===== src/rtl/duty_pwm_driver.sv =====
// duty_pwm_driver: two-channel 64-step PWM with shared prescale/phase
// counters and double-buffered duty registers.
// Ports: sysclk (clock), Reset_N (async active-low reset), Enable (run),
//   DC_X/DC_Y (6-bit target duties), PWM_X/PWM_Y (registered waveforms),
//   Period_Start (1-cycle pulse when new duties apply),
//   Active_X/Active_Y (duties currently applied).
// Build option: define DUTY_SLEW_LIMIT_EN to rate-limit duty changes to
//   SLEW_STEP per period; otherwise each boundary loads the target.

module duty_pwm_driver #(
  parameter int unsigned PRESCALE  = 16,
  parameter int unsigned SLEW_STEP = 1
) (
  input  logic       sysclk,
  input  logic       Reset_N,
  input  logic       Enable,
  input  logic [5:0] DC_X,
  input  logic [5:0] DC_Y,
  output logic       PWM_X,
  output logic       PWM_Y,
  output logic       Period_Start,
  output logic [5:0] Active_X,
  output logic [5:0] Active_Y
);

  localparam int unsigned PW =
    (PRESCALE > 1) ? $clog2(PRESCALE) : 1;
  localparam logic [PW-1:0] PRE_MAX = PW'(PRESCALE - 1);

  if (PRESCALE < 1 || PRESCALE > 256) begin : g_bad_pre
    $error("PRESCALE out of range 1..256");
  end
  if (SLEW_STEP < 1 || SLEW_STEP > 63) begin : g_bad_slew
    $error("SLEW_STEP out of range 1..63");
  end

  logic [PW-1:0] presc_q, presc_d;
  logic [5:0]    phase_q, phase_d;
  logic          run_q, run_d;
  logic [5:0]    act_x_q, act_x_d;
  logic [5:0]    act_y_q, act_y_d;
  logic          pwm_x_q, pwm_x_d;
  logic          pwm_y_q, pwm_y_d;
  logic          ps_q, ps_d;
  logic          tick;
  logic          bound;

`ifdef DUTY_SLEW_LIMIT_EN
  localparam logic [5:0] STEP = 6'(SLEW_STEP);

  function automatic logic [5:0] next_duty(
    input logic [5:0] cur,
    input logic [5:0] tgt
  );
    logic [5:0] diff;
    next_duty = cur;
    if (tgt > cur) begin
      diff = tgt - cur;
      next_duty = (diff > STEP) ? cur + STEP : tgt;
    end else if (tgt < cur) begin
      diff = cur - tgt;
      next_duty = (diff > STEP) ? cur - STEP : tgt;
    end
  endfunction
`else
  function automatic logic [5:0] next_duty(
    input logic [5:0] cur,
    input logic [5:0] tgt
  );
    logic [5:0] unused;
    unused = cur;
    next_duty = tgt;
  endfunction
`endif

  // run_q is low until the first tick after enable; that tick is a
  // period boundary regardless of the phase value.
  always_comb begin
    presc_d = presc_q;
    phase_d = phase_q;
    run_d   = run_q;
    act_x_d = act_x_q;
    act_y_d = act_y_q;
    tick    = Enable && (presc_q == PRE_MAX);
    bound   = tick && (!run_q || phase_q == 6'd63);
    if (!Enable) begin
      presc_d = '0;
      phase_d = '0;
      run_d   = 1'b0;
    end else begin
      presc_d = tick ? '0 : presc_q + PW'(1);
      if (bound) begin
        phase_d = '0;
        run_d   = 1'b1;
        act_x_d = next_duty(act_x_q, DC_X);
        act_y_d = next_duty(act_y_q, DC_Y);
      end else if (tick) begin
        phase_d = phase_q + 6'd1;
      end
    end
    ps_d    = bound;
    pwm_x_d = run_d && (phase_d < act_x_d);
    pwm_y_d = run_d && (phase_d < act_y_d);
  end

  always_ff @(posedge sysclk or negedge Reset_N) begin
    if (!Reset_N) begin
      presc_q <= '0;
      phase_q <= '0;
      run_q   <= 1'b0;
      act_x_q <= '0;
      act_y_q <= '0;
      pwm_x_q <= 1'b0;
      pwm_y_q <= 1'b0;
      ps_q    <= 1'b0;
    end else begin
      presc_q <= presc_d;
      phase_q <= phase_d;
      run_q   <= run_d;
      act_x_q <= act_x_d;
      act_y_q <= act_y_d;
      pwm_x_q <= pwm_x_d;
      pwm_y_q <= pwm_y_d;
      ps_q    <= ps_d;
    end
  end

  assign PWM_X        = pwm_x_q;
  assign PWM_Y        = pwm_y_q;
  assign Period_Start = ps_q;
  assign Active_X     = act_x_q;
  assign Active_Y     = act_y_q;

endmodule


===== config.mk =====
export PLATFORM = sky130hd
export DESIGN_NAME = duty_pwm_driver
export DESIGN_NICKNAME = d
export VERILOG_FILES = /design/src/rtl/duty_pwm_driver.sv
export SDC_FILE = /design/constraint.sdc
export NUM_CORES = 1
export LEC_CHECK = 0
export BUFFER_PORTS_ARGS = -buffer_cell sky130_fd_sc_hd__buf_4
export CORE_MARGIN = 2
export CORE_UTILIZATION = 40
export DETAILED_ROUTE_END_ITERATION = 10
export SYNTH_ARGS = -nofsm -noshare
export SYNTH_HDL_FRONTEND = slang
export SYNTH_SLANG_ARGS = --single-unit

===== constraint.sdc =====
create_clock -name sysclk -period 2.65 [get_ports sysclk]
set_input_delay 0.3975 -clock sysclk [delete_from_list [all_inputs] [get_ports sysclk]]
set_output_delay 0.3975 -clock sysclk [all_outputs]
set_load 0.02 [all_outputs]

---- Word-level counts from Yosys, hierarchy flattened ----
Index checks and enable logic that the tools add are counted.
cells by class
  add/sub/neg operators ................... 2
  equality and inequality tests ........... 2
  multiplexer cells ....................... 11
  reduce and logical (&&, ||, !) cells .... 6
  $lt $le $gt $ge ......................... 2
operators with widths
  cell                                          number
  two-way mux 6 bit                             7
  < comparator 6 bit                            2
  two-way mux 4 bit                             2
  adder 6 x 1 -> 6 bit (second input constant)  1
  == test 6 bit (second input constant)         1
  adder 4 x 1 -> 4 bit (second input constant)  1
  == test 4 bit (second input constant)         1
  logical AND 1 bit                             4
  two-way mux 1 bit                             2
  zero test 1 bit                               1
  logical OR 1 bit                              1
word-level totals
  output and inout port bits .............. 15
  input port bits ......................... 15
  logic and storage cells ................. 31
  flip-flop bits (word level) ............. 26

---- Logic depth before layout (Yosys ltp) ----
  depth after elaboration ................. 7
  gate-level depth with buffers ........... 11
  gate-level depth less buffers ........... 10

---- Worst setup path before layout ----
Ideal clock, no wire load.
  path kind ............................... register to register
  start point ............................. register presc_q[0]
  end point ............................... register pwm_x_q (netlist: PWM_X)
  library setup time ...................... 0.104 ns
  path buffers ............................ 2
  cell stages (with the launch flop) ...... 11
  data required time ...................... 2.546 ns
  slack ................................... 0.189 ns
  arrival ................................. 2.358 ns
  clock period less this slack ............ 2.461 ns
  cell sequence ........................... dfrtp_1 -> ha_1 -> and3_1 -> buf_4 -> nand3_4 -> buf_2 -> mux2i_1 -> ha_1 -> a21o_1 -> a21o_1 -> a221oi_1
between the ends
  word-level cells in the longest chain between the ends .. 7
  elaborated cells between the ends (all ways) .. 12
  classes of those cells .................. 1 x order compare; 1 x eq/ne; 7 x mux; 3 x reduce/logical
RTL lines
  item                                                    RTL line  text
  start, declared                                         37        logic [PW-1:0] presc_q, presc_d;
  start signal, assigned                                  117       presc_q <= presc_d;
  == test 4 bit *                                         84        tick = Enable && (presc_q == PRE_MAX);
  logical AND 1 bit *                                     84
  two-way mux 6 bit or logical AND 1 bit (tied branches)  97, 85
  two-way mux 6 bit                                       92        if (bound) begin
  two-way mux 6 bit                                       86        if (!Enable) begin
  < comparator 6 bit                                      102       pwm_x_d = run_d && (phase_d < act_x_d);
  logical AND 1 bit *                                     102
  named net pwm_x_d                                       42        logic pwm_x_q, pwm_x_d;
  end signal, assigned                                    122       pwm_x_q <= pwm_x_d;
  end, declared                                           42
The timed path passes the listed nets; every way through them passes the cells marked *.

---- Worst setup path after layout ----
  start point ............................. register presc_q[0]
  end point ............................... register pwm_x_q (netlist: PWM_X)
between the ends
  word-level cells in the longest chain between the ends .. 7
  elaborated cells between the ends (all ways) .. 12
  classes of those cells .................. 1 x order compare; 1 x eq/ne; 7 x mux; 3 x reduce/logical
RTL lines
  item                                                    RTL line  text
  == test 4 bit *                                         84
  logical AND 1 bit *                                     84
  two-way mux 6 bit or logical AND 1 bit (tied branches)  97, 85
  two-way mux 6 bit *                                     92
  two-way mux 6 bit *                                     86
  named net phase_d[5]                                    38        logic [5:0] phase_q, phase_d;
  < comparator 6 bit *                                    102
  logical AND 1 bit *                                     102
  named net pwm_x_d                                       42
Marks and branches as above.

==> flow_summary.json <==
{
  "vias": 1131,
  "syn-instance-count": 129,
  "max_slew_margin_pct": 77.8,
  "r2r_start": "presc_q[0]$_DFF_PN0_",
  "required_ns": 2.82,
  "critPathMaxStageDelay_ns": 0.41,
  "layout-drive-gt1-share_pct": 38.0,
  "antenna_found_initial": 0,
  "grt_usage_pct": 16.5,
  "crit_type": "register to register",
  "reg2reg_slack_ns": 0.21,
  "crit_path_start_kind": "register",
  "num_io_pins": 30,
  "fin_crit_sh_pct": 92.1,
  "cts_max_level": 1,
  "fin_tns_setup_ns": 0,
  "leakage_nw": 1.06,
  "critPathArrivalTime_ns": 2.61,
  "dr.pass1.iters": 3,
  "num-nets-final": 199,
  "die_width_um": 65.3,
  "crit_fanout": 5,
  "grt_pass1_wl_mm": 5.46,
  "synth_nets": 156,
  "critPathBufInv": 0,
  "die_h_um": 65.3,
  "synth.distinct_cells": 33,
  "crit_chain": "ha_2 -> nand4_1 -> nor3_2 -> xor2_1 -> and3_1 -> ha_1 -> and4_1 -> a21oi_1 -> nand2_1 -> a221oi_1",
  "fmax_ghz": 0.410,
  "cts-root-buf": "clkbuf_8",
  "routed_via_density": 5.16,
  "overflow": 0,
  "detail_route.wl_per_cell_um": 14.3,
  "antenna_cells": 0,
  "hold_path.class": "input pin to asynchronous set/reset pin",
  "area_delta_synth_final_pct": 28.4,
  "ant_nets": 0,
  "ys_ff_latch": 26,
  "cts_tree": "done",
  "portBuffers": 29,
  "r2r_end": "PWM_X$_DFF_PN0_",
  "clock_latency_ns": 0.27,
  "cts_inserted_buffers": 3,
  "hold_viol": 0,
  "start_util_pct": 41.4,
  "worst_pin_slew_ns": 0.333,
  "cts_hold_buf": 0,
  "totalWireLength_mm": 3.14,
  "rows": 22,
  "endpoint_kind": "register",
  "critical_path.endpoint": "PWM_X$_DFF_PN0_",
  "grt_max_degree": 27,
  "synth-seq-area-share_pct": 43.3,
  "maxCapViolations": 0,
  "clk_path_buf_depth": 2,
  "power-per-cell-area_mw_per_mm2": 365,
  "fin_skew_ns": 0.00792,
  "drt-initial-drc-count": 45,
  "avgSynthCellArea_um2": 11.6,
  "cp_num_cells": 10,
  "crit_start": "presc_q[0]$_DFF_PN0_",
  "fp.dieArea_mm2": 0.00426,
  "core_area_mm2": 0.00363,
  "whs_ns": 0.0128,
  "slew_viol_final": 0,
  "gp_congestion": 0.791,
  "synth_area_mm2": 0.00150,
  "clk_pin_slew_worst_paths_ns": 0.09,
  "hpwlAfterDp_mm": 2.36,
  "yosys_warnings": 0,
  "cp_top_family": "simple AND/OR/NAND/NOR gates",
  "grt_pass1_vias": 1226,
  "critPathSlowestCell": "dfrtp_1",
  "peakVddDrop_mv": 0.194,
  "final_core_util_pct": 53.1,
  "ff2ff_path_depth": 10,
  "status": "finished, final reports clean",
  "fin_crit_ns": 2.44,
  "clock-sinks": 26,
  "setup_viol": 0,
  "drc": 0
}
metal layers:
layer  vias up  wire length [um]  global-route usage (%)
met5         -                 0                       0
met3         6                68                    2.57
met4         0                70                    5.99
li1        554                 -                       -
met2        18              1650                    29.7
met1       553              1360                    19.8
how the worst min path moves through the flow:
stage,start,end,slack [ns],cells after the start
CTS,Reset_N,Active_Y[1]$_DFF_PN0_,0.03,1
floorplan,Reset_N,Active_X[0]$_DFF_PN0_,0.10,0
global route,Reset_N,Active_Y[1]$_DFF_PN0_,0.03,1
finish,Reset_N,Active_Y[5]$_DFF_PN0_,0.01,1
detailed placement,Reset_N,Active_Y[1]$_DFF_PN0_,0.33,1
global placement,Reset_N,Active_Y[1]$_DFF_PN0_,0.32,1
state kept, by name (all words and copies together), names as in the netlist:
register and count:
Active_Y 6, Period_Start 1, Active_X 6, phase_q 6, run_q 1, presc_q 4, PWM_X 1, PWM_Y 1
report_power, final:
| part | leakage (nW) | internal [mW] | total [mW] | switching [mW] |
|---|---|---|---|---|
| logic | 0.675 | 0.0202 | 0.0395 | 0.0193 |
| registers | 0.361 | 0.400 | 0.405 | 0.00468 |
| clock network | 0.0288 | 0.133 | 0.259 | 0.126 |
| total | 1.06 | 0.553 | 0.704 | 0.150 |
logic make-up (layout without fill, tap and decap cells):
family                   Yosys count  count (layout)  synth area share [%]
AO/OA/AOI/OAI                     25              25                  11.6
AND/OR/NAND/NOR                   35              35                  13.7
buffers and inverters              6              48                  2.33
XOR/XNOR                           3               3                  1.75
multiplexers                      22              22                  17.4
adder cells (fa/ha/maj)           12              12                  9.99
flip-flops                        26              26                  43.3
cells in the final DEF (no fill, tap or decap), types with 2 or more instances in the layout:
master	Yosys	layout
buf_4	1	41
dfrtp_1	26	26
nand2_1	10	10
mux2i_1	10	10
ha_1	12	10
o21ai_0	8	8
mux2_4	7	7
and2_1	6	6
mux2_2	5	5
nand3_1	4	4
a21oi_1	4	4
a21o_1	4	4
clkbuf_8	0	4
xor2_1	3	3
nor2b_1	2	2
and3_1	3	2
inv_1	2	2
o21a_1	2	2
and4_1	2	2
a41oi_1	2	2
a221oi_1	2	2
ha_2	0	2
cells in the mapped netlist:
cell      count  area, um2
and4_1        2       17.5
dfrtp_1      26        651
a41oi_1       2       17.5
mux2_2        5       56.3
mux2_4        7        105
nor3_1        2       10.0
clkbuf_1      1       3.75
nand3_2       1       10.0
o21ai_0       8       40.0
and3_1        3       18.8
a21oi_1       4       20.0
nor2b_1       2       12.5
a21o_1        4       30.0
or3_1         1       6.26
a21boi_0      1       7.51
a221oi_1      2       17.5
buf_6         1       11.3
nand3_4       1       17.5
buf_2         1       5.00
mux2i_1      10        100
nand3_1       4       20.0
o21ai_4       1       16.3
buf_4         1       7.51
inv_1         2       7.51
nor3b_1       1       7.51
and2_1        6       37.5
o211a_1       1       10.0
nand2_1      10       37.5
xor2_1        3       26.3
nor2_1        1       3.75
o21a_1        2       15.0
ha_1         12        150
nand4_1       1       6.26
per-stage QoR:
stage	instance area [um2]	power, mW	worst slack (ns)	cells
global route	1930	0.740	-0.0108	219
floorplan	1500	0.421	0.189	129
detailed placement	1810	0.453	0.0606	208
CTS	1870	0.720	0.0378	212
finish	1930	0.704	0.210	219
global placement	1810	0.451	0.0258	208
timing repair:
action / in CTS / in global routing
gates resized for setup: 0 / 4
setup buffers: 0 / 7
setup endpoints to repair: 0 / 2
final cells by class:
| class | count | area (um2) |
|---|---|---|
| inverters | 2 | 7.51 |
| fillers | 340 | 1700 |
| repair buffers | 42 | 328 |
| flip-flops and latches | 26 | 651 |
| well taps | 48 | 60.1 |
| multi-input cells | 97 | 828 |
| clock buffers | 4 | 55.1 |
(Power assumes the default switching activity.)
